## config.mk

```make
export PLATFORM = sky130hd
export DESIGN_NAME = merge_scheduler
export DESIGN_NICKNAME = d
export VERILOG_FILES = /design/src/rtl/merge_scheduler.sv
export SDC_FILE = /design/constraint.sdc
export NUM_CORES = 1
export LEC_CHECK = 0
export CORE_MARGIN = 2
export CORE_UTILIZATION = 55
export CTS_CLUSTER_SIZE = 28
export DETAILED_ROUTE_END_ITERATION = 7
export GPL_TIMING_DRIVEN = 0
export PLACE_DENSITY = 0.77
export SETUP_SLACK_MARGIN = 0.1
export SYNTH_ARGS = -nofsm -noshare
export SYNTH_HDL_FRONTEND = slang
export SYNTH_SLANG_ARGS = --single-unit
```

## constraint.sdc

```tcl
create_clock -name clk -period 2.72 [get_ports clk]
set_input_delay 0.408 -clock clk [delete_from_list [all_inputs] [get_ports clk]]
set_output_delay 0.408 -clock clk [all_outputs]
set_load 0.05 [all_outputs]
```

## src/rtl/merge_scheduler.sv

```systemverilog
// Merge-select sequencer for the 257-point NTT output merger.
// Each level runs a BFA_LAT-cycle butterfly phase, then a primed two-cycle twiddle phase.
// All outputs come from registers; load_en is the registered load slot masked by hold.
module merge_scheduler #(
    parameter int unsigned BFA_LAT    = 4,
    parameter int unsigned NUM_LEVELS = 3,
    parameter int unsigned CNT_W      = 8
) (
    input  logic       clk,
    input  logic       rst_n,
    input  logic       start_i,
    input  logic       mul_last_i,
    input  logic       hold_i,
    output logic [2:0] merge_sel_o,
    output logic       load_en_o,
    output logic [1:0] level_o,
    output logic       busy_o,
    output logic       done_o
);

    typedef enum logic [2:0] {StIdle, StBfa, StMul0, StMul1, StDone} state_e;

    localparam logic [CNT_W-1:0] CntLast     = CNT_W'(BFA_LAT - 1);
    localparam logic [1:0]       LevelLast   = 2'(NUM_LEVELS - 1);
    // With a one-cycle butterfly phase the very first BFA cycle is already the load slot.
    localparam bit               LoadOnFirst = (BFA_LAT == 1);

    state_e           state_q;
    logic [CNT_W-1:0] cnt_q;
    logic [1:0]       level_q;
    logic             mul_last_q;
    logic [2:0]       sel_q;
    logic             load_q;
    logic             busy_q;
    logic             done_q;

    logic [CNT_W-1:0] cnt_inc;
    logic [1:0]       level_inc;

    // Increment helpers for the butterfly counter and level index.
    always_comb begin
        cnt_inc   = cnt_q + CNT_W'(1);
        level_inc = level_q + 2'd1;
    end

    // Sequencer FSM; every output register is loaded alongside its state transition.
    always_ff @(posedge clk or negedge rst_n) begin
        if (!rst_n) begin
            state_q    <= StIdle;
            cnt_q      <= '0;
            level_q    <= 2'd0;
            mul_last_q <= 1'b0;
            sel_q      <= 3'd0;
            load_q     <= 1'b0;
            busy_q     <= 1'b0;
            done_q     <= 1'b0;
        end else begin
            done_q <= 1'b0;
            unique case (state_q)
                StIdle: begin
                    if (start_i) begin
                        state_q    <= StBfa;
                        level_q    <= 2'd0;
                        cnt_q      <= '0;
                        mul_last_q <= mul_last_i;
                        sel_q      <= 3'd0;
                        load_q     <= LoadOnFirst;
                        busy_q     <= 1'b1;
                    end
                end
                StBfa: begin
                    // A held cycle freezes everything, so the load slot is replayed later.
                    if (!hold_i) begin
                        if (cnt_q == CntLast) begin
                            load_q <= 1'b0;
                            if (level_q == LevelLast && !mul_last_q) begin
                                state_q <= StDone;
                                sel_q   <= 3'd0;
                                done_q  <= 1'b1;
                            end else begin
                                state_q <= StMul0;
                                cnt_q   <= '0;
                                sel_q   <= {1'b1, level_q};
                            end
                        end else begin
                            cnt_q  <= cnt_inc;
                            load_q <= (cnt_inc == CntLast);
                        end
                    end
                end
                StMul0: begin
                    if (!hold_i) begin
                        state_q <= StMul1;
                        load_q  <= 1'b1;
                    end
                end
                StMul1: begin
                    if (hold_i) begin
                        // Previous-adder register moved on; the merger must be primed again.
                        state_q <= StMul0;
                        load_q  <= 1'b0;
                    end else if (level_q == LevelLast) begin
                        state_q <= StDone;
                        sel_q   <= 3'd0;
                        load_q  <= 1'b0;
                        done_q  <= 1'b1;
                    end else begin
                        state_q <= StBfa;
                        level_q <= level_inc;
                        cnt_q   <= '0;
                        sel_q   <= {1'b0, level_inc};
                        load_q  <= LoadOnFirst;
                    end
                end
                StDone: begin
                    state_q <= StIdle;
                    level_q <= 2'd0;
                    sel_q   <= 3'd0;
                    load_q  <= 1'b0;
                    busy_q  <= 1'b0;
                end
                default: begin
                    state_q <= StIdle;
                    level_q <= 2'd0;
                    sel_q   <= 3'd0;
                    load_q  <= 1'b0;
                    busy_q  <= 1'b0;
                end
            endcase
        end
    end

    // Output drive; a hold suppresses the pending load slot in the same cycle.
    always_comb begin
        merge_sel_o = sel_q;
        load_en_o   = load_q & ~hold_i;
        level_o     = level_q;
        busy_o      = busy_q;
        done_o      = done_q;
    end

endmodule
```

After elaboration in Yosys (flattened, before gate mapping)
Cells that the tools add are included.
{ "op_classes": {"n_reduce_logical": 13, "n_addsub": 2, "bitwise_logic": 5, "mux": 39, "n_eq_ne": 13} }
{ "op_table": {"columns": ["cell", "count"], "rows": [
  ["2-to-1 mux 8 bit", 6],
  ["2-to-1 mux 3 bit", 12],
  ["one-hot mux 3 bit (4 select lines)", 2],
  ["one-hot mux 8 bit (3 select lines)", 1],
  ["== test 8 x 2 -> 1 bit (second input constant)", 2],
  ["inequality test 2 bit (second input constant)", 6],
  ["2-to-1 mux 1 bit", 10],
  ["adder 8 x 1 -> 8 bit (second input constant)", 1],
  ["2-to-1 mux 2 bit", 4],
  ["AND reduction 4 bit", 2],
  ["== test 3 x 2 -> 1 bit (second input constant)", 2],
  ["one-hot mux 2 bit (3 select lines)", 1],
  ["AND reduction 6 bit", 1],
  ["AND reduction 5 bit", 1],
  ["inverter 1 bit", 4],
  ["one-hot mux 1 bit (2 select lines)", 2],
  ["AND reduction 2 bit", 2],
  ["== test 3 x 1 -> 1 bit (second input constant)", 1],
  ["zero test 3 bit", 1],
  ["inequality test 3 bit (second input constant)", 1],
  ["one-hot mux 1 bit (3 select lines)", 1],
  ["AND reduction 3 bit", 1],
  ["nonzero test 3 bit", 1],
  ["OR reduction 3 bit", 1],
  ["other kinds (6)", 6]
]} }
{ "word_totals": {"register_bits": 20, "out_inout_bits": 8, "word_cells": 80, "in_bits": 5} }

Logic depth before layout (Yosys ltp)
{ "depth": {"ltp_word": 6, "depth_mapped": 7, "mapped_depth_nobuf": 6} }

Worst setup path after synthesis
No wires, ideal clock.
{ "synth_path": {"path_kind": "reg2reg", "startpoint": "register level_q[0] (netlist: level_o[0])", "endpoint": "register cnt_q[5]", "n_path_buf": 1, "synth_period_minus_slack_ps": 2134, "setup_slack_ps": 586, "stages_incl_launch_ff": 8, "t_required_ps": 2598, "arrival_ps": 2012, "setup_time_ps": 122, "cell_sequence": "dfrtp_1 -> inv_1 -> ha_1 -> a31oi_1 -> o21ai_0 -> clkbuf_1 -> a211o_1 -> a32o_1"} }
{ "synth_via": {"elab_chain_len": 4, "elab_cells_between_ends": 5, "cone_classes": "eq/ne (3); reduce/logical (2)"} }
{ "synth_lines": {"columns": ["item", "line", "text"], "rows": [
  ["start, declared", "30", "logic [1:0] level_q;"],
  ["start signal, assigned", "109", "level_q <= level_inc;"],
  ["== test 2 bit *", "76, 102", null],
  ["logical AND 1 bit", "76", "if (level_q == LevelLast && !mul_last_q) begin"],
  ["inequality test 3 bit (no line)", null, null],
  ["AND reduction 6 bit (no line) *", null, null],
  ["end signal, assigned", "86", "cnt_q <= cnt_inc;"],
  ["end, declared", "29", "logic [CNT_W-1:0] cnt_q;"]
]} }
Every way passes the cells marked *; elsewhere a longest branch is shown, timed or not.
A chain may end at the register's enable or synchronous reset.

Final worst setup path
{ "layout_path": {"startpoint": "input port hold_i", "endpoint": "output port load_en_o"} }
{ "layout_via": {"elab_chain_len": 2} }
{ "layout_lines": {"columns": ["item", "line", "text"], "rows": [
  ["start, declared", "13", "input logic hold_i,"],
  ["inverter 1 bit", "136", "load_en_o = load_q & ~hold_i;"],
  ["bitwise AND 1 bit", "136", null],
  ["end, declared", "15", "output logic load_en_o,"]
]} }
No other way between the ends.

==> insert_results.sql <==
INSERT INTO impl_metrics (metric_group, metric, value, unit) VALUES
('finish', 'area_growth', '16.1', '%'),
('synthesis', 'netlist_area', '1290', 'sq um'),
('sta', 'report.final.hold_viol_count', '0', ''),
('power_and_ir_drop', 'power.total', '1.52', 'mW'),
('route', 'drtIter0Drc', '29', ''),
('setup_path', 'r2r.worst_path.cells', '7', ''),
('synthesis', 'yosys_warnings', '0', ''),
('clock_tree', 'tritoncts.num_buffers', '3', ''),
('power_and_ir_drop', 'share_seq_of_total_power', '29.3', '%'),
('setup_path', 'critical-path-top-delay-family', 'buffers and inverters', ''),
('route', 'dr.pass1.iters', '4', ''),
('clock_tree', 'cts_setup_buffers', '0', ''),
('global_route', 'grt_start_max_net_pins', '21', ''),
('setup_path', 'critical-path-slowest-cell', 'sky130_fd_sc_hd__clkdlybuf4s50_1', ''),
('floorplan', 'floorplan.rows', '17', ''),
('synthesis', 'synthesis.area_per_instance', '9.87', 'sq um'),
('synthesis', 'postSynth.topFlopCell', 'sky130_fd_sc_hd__dfrtp_1', ''),
('finish', 'drive_gt1_share', '15.6', '%'),
('floorplan', 'design.core.area', '2210', 'sq um'),
('floorplan', 'floorplan.initialDensity', '58.4', '%'),
('synthesis', 'postSynthRegisterBits', '20', ''),
('hold_path', 'hold_end', 'merge_sel_o[1]', ''),
('clock_tree', 'cts_resized', '0', ''),
('synthesis', 'post_synth_inst_count', '131', ''),
('route', 'postRouteWirelength', '2680', 'um'),
('hold_path', 'hold_start', 'merge_sel_o[1]', ''),
('setup_path', 'timing.critical_path.mode_cell', 'sky130_fd_sc_hd__clkdlybuf4s50_1', ''),
('clock_tree', 'clock_sink_count', '20', ''),
('setup_path', 'worst_r2r_startpoint', 'cnt_q[0]', ''),
('sta', 'tns', '0', 'ns'),
('synthesis', 'synth_enable_flop_cells', '0', ''),
('sta', 'final.period_utilization', '84.8', '%'),
('power_and_ir_drop', 'leakagePower', '0.630', 'nW'),
('floorplan', 'die-area', '2750', 'sq um'),
('power_and_ir_drop', 'clkPwrFrac', '16.2', '%'),
('clock_tree', 'clockBufferDepth', '2', ''),
('route', 'route.antenna.remaining_nets', '0', ''),
('synthesis', 'total_nets_after_synthesis', '141', ''),
('sta', 'clock-skew-final', '0.00142', 'ns'),
('setup_path', 'reg2reg_setup_slack', '0.47', 'ns'),
('synthesis', 'asyncSetResetFlopFracSynth', '100', '%'),
('setup_path', 'critPathCaptureType', 'output pin', ''),
('sta', 'rsz0062_at_grt', 'false', ''),
('clock_tree', 'cts_tree', 'built', ''),
('power_and_ir_drop', 'internal_power', '867', 'uW'),
('placement', 'dp_hpwl', '1940', 'um'),
('setup_path', 'worst-endpoint-arrival', '1.90', 'ns'),
('setup_path', 'worst-setup-path-type', 'in -> out', ''),
('power_and_ir_drop', 'p_comb_share', '54.5', '%'),
('floorplan', 'io-pin-count', '13', ''),
('power_and_ir_drop', 'swShare', '42.9', '%'),
('global_route', 'globalRouteOverflowTotal', '0', ''),
('sta', 'relSlewSlack', '40.0', '%'),
('route', 'detail_route.wl_per_cell', '15.3', 'um'),
('hold_path', 'hold_class', 'reg -> reg', ''),
('placement', 'port_buffers', '12', ''),
('setup_path', 'critical_path_peak_fanout', '8', ''),
('outcome', 'outcome', 'finished, final reports clean', ''),
('setup_path', 'worst_r2r_endpoint', 'merge_sel_o[2]', ''),
('finish', 'nets', '158', ''),
('setup_path', 'worstSetupStartpointType', 'primary input', ''),
('finish', 'post_layout_nonfiller_instances', '175', ''),
('global_route', 'grt_antenna_before_repair', '0', ''),
('power_and_ir_drop', 'switchingPower', '651', 'uW'),
('route', 'drc', '0', ''),
('finish', 'antennaDiodeCount', '0', ''),
('sta', 'final_period_minus_worst_setup_slack', '2.31', 'ns'),
('finish', 'most_common_library_cell_in_the_layout_ignoring_fill_and_taps', 'sky130_fd_sc_hd__dfrtp_1', ''),
('placement', 'dpl.cell_count', '171', ''),
('floorplan', 'die_h', '52.5', 'um'),
('hold_path', 'worstHoldPathCells', '1', '');
-- power groups by stage --
stage	Sequential [mW]	Combinational, mW	Clock (mW)
floorplan	0.545	0.522	0
global placement	0.442	0.801	0
detailed placement	0.448	0.825	0
CTS	0.443	0.828	0.251
global route	0.454	0.901	0.263
finish	0.445	0.827	0.246
-- through the flow --
step | setup slack [ns] | hold slack, ns | utilization, % | instance area [sq um]
after global routing | 0.347 | 0.549 | 67.8 | 1500
after CTS | 0.415 | 0.536 | 67.8 | 1500
after global placement | 0.383 | 0.478 | 65.4 | 1450
final | 0.413 | 0.530 | 67.8 | 1500
after detailed placement | 0.347 | 0.499 | 65.4 | 1450
after floorplan | 0.586 | 0.112 | - | 1290
-- logic make-up (layout without fill, tap and decap cells) --
kind of cell,count (synthesis),count (layout),synth area share [%]
compound gates,38,38,21.9
xor+xnor,2,2,1.36
fa+ha+maj,5,5,4.84
buf+inv,17,33,7.65
flops,20,20,38.7
mux,4,4,3.48
simple gates,45,45,22.1
-- sequential cells by signal, indices dropped and copies added, names as in the netlist --
register	flops
busy_o	1
cnt_q	8
done_o	1
level_o	2
load_q	1
merge_sel_o	3
mul_last_q	1
state_q	3
-- Yosys cell counts, drive strengths merged, types with 4 or more instances --
| master | n | area share (%) |
|---|---|---|
| dfrtp | 20 | 39 |
| nor2 | 9 | 3.2 |
| buf | 7 | 4.7 |
| inv | 7 | 2.0 |
| nand3 | 7 | 2.7 |
| nand2 | 6 | 1.7 |
| o21ai | 6 | 2.3 |
| a21oi | 5 | 2.2 |
| ha | 5 | 4.8 |
| a31oi | 4 | 1.9 |
| mux2 | 4 | 3.5 |
| nor2b | 4 | 1.9 |
-- worst max path at each step --
stage / end / cells past startpoint / from
after floorplan: cnt_q[5] / 7 / level_o[0]
after global placement: cnt_q[7] / 6 / hold_i
after detailed placement: cnt_q[7] / 6 / hold_i
after CTS: load_en_o / 3 / hold_i
after global routing: load_en_o / 3 / hold_i
final: load_en_o / 3 / hold_i
-- layout make-up --
cell class | count | area, sq um
clock inverter | 1 | 30.0
tap | 28 | 35.0
buffer | 10 | 72.6
clock buffer | 3 | 22.5
fill | 179 | 712
inverter | 7 | 26.3
timing repair buffer | 12 | 120
multi-input combinational | 94 | 693
sequential | 20 | 500
-- layer usage --
metal / wire length (um) / track usage, % / part of all wire (%)
met5: 0 / 0 / 0
met1: 1270 / 31.9 / 48
met2: 1250 / 32.1 / 47
met3: 136 / 2.86 / 5.1
met4: 16 / 6.41 / 0.60
No activity file was read; power rests on OpenSTA's default activity.
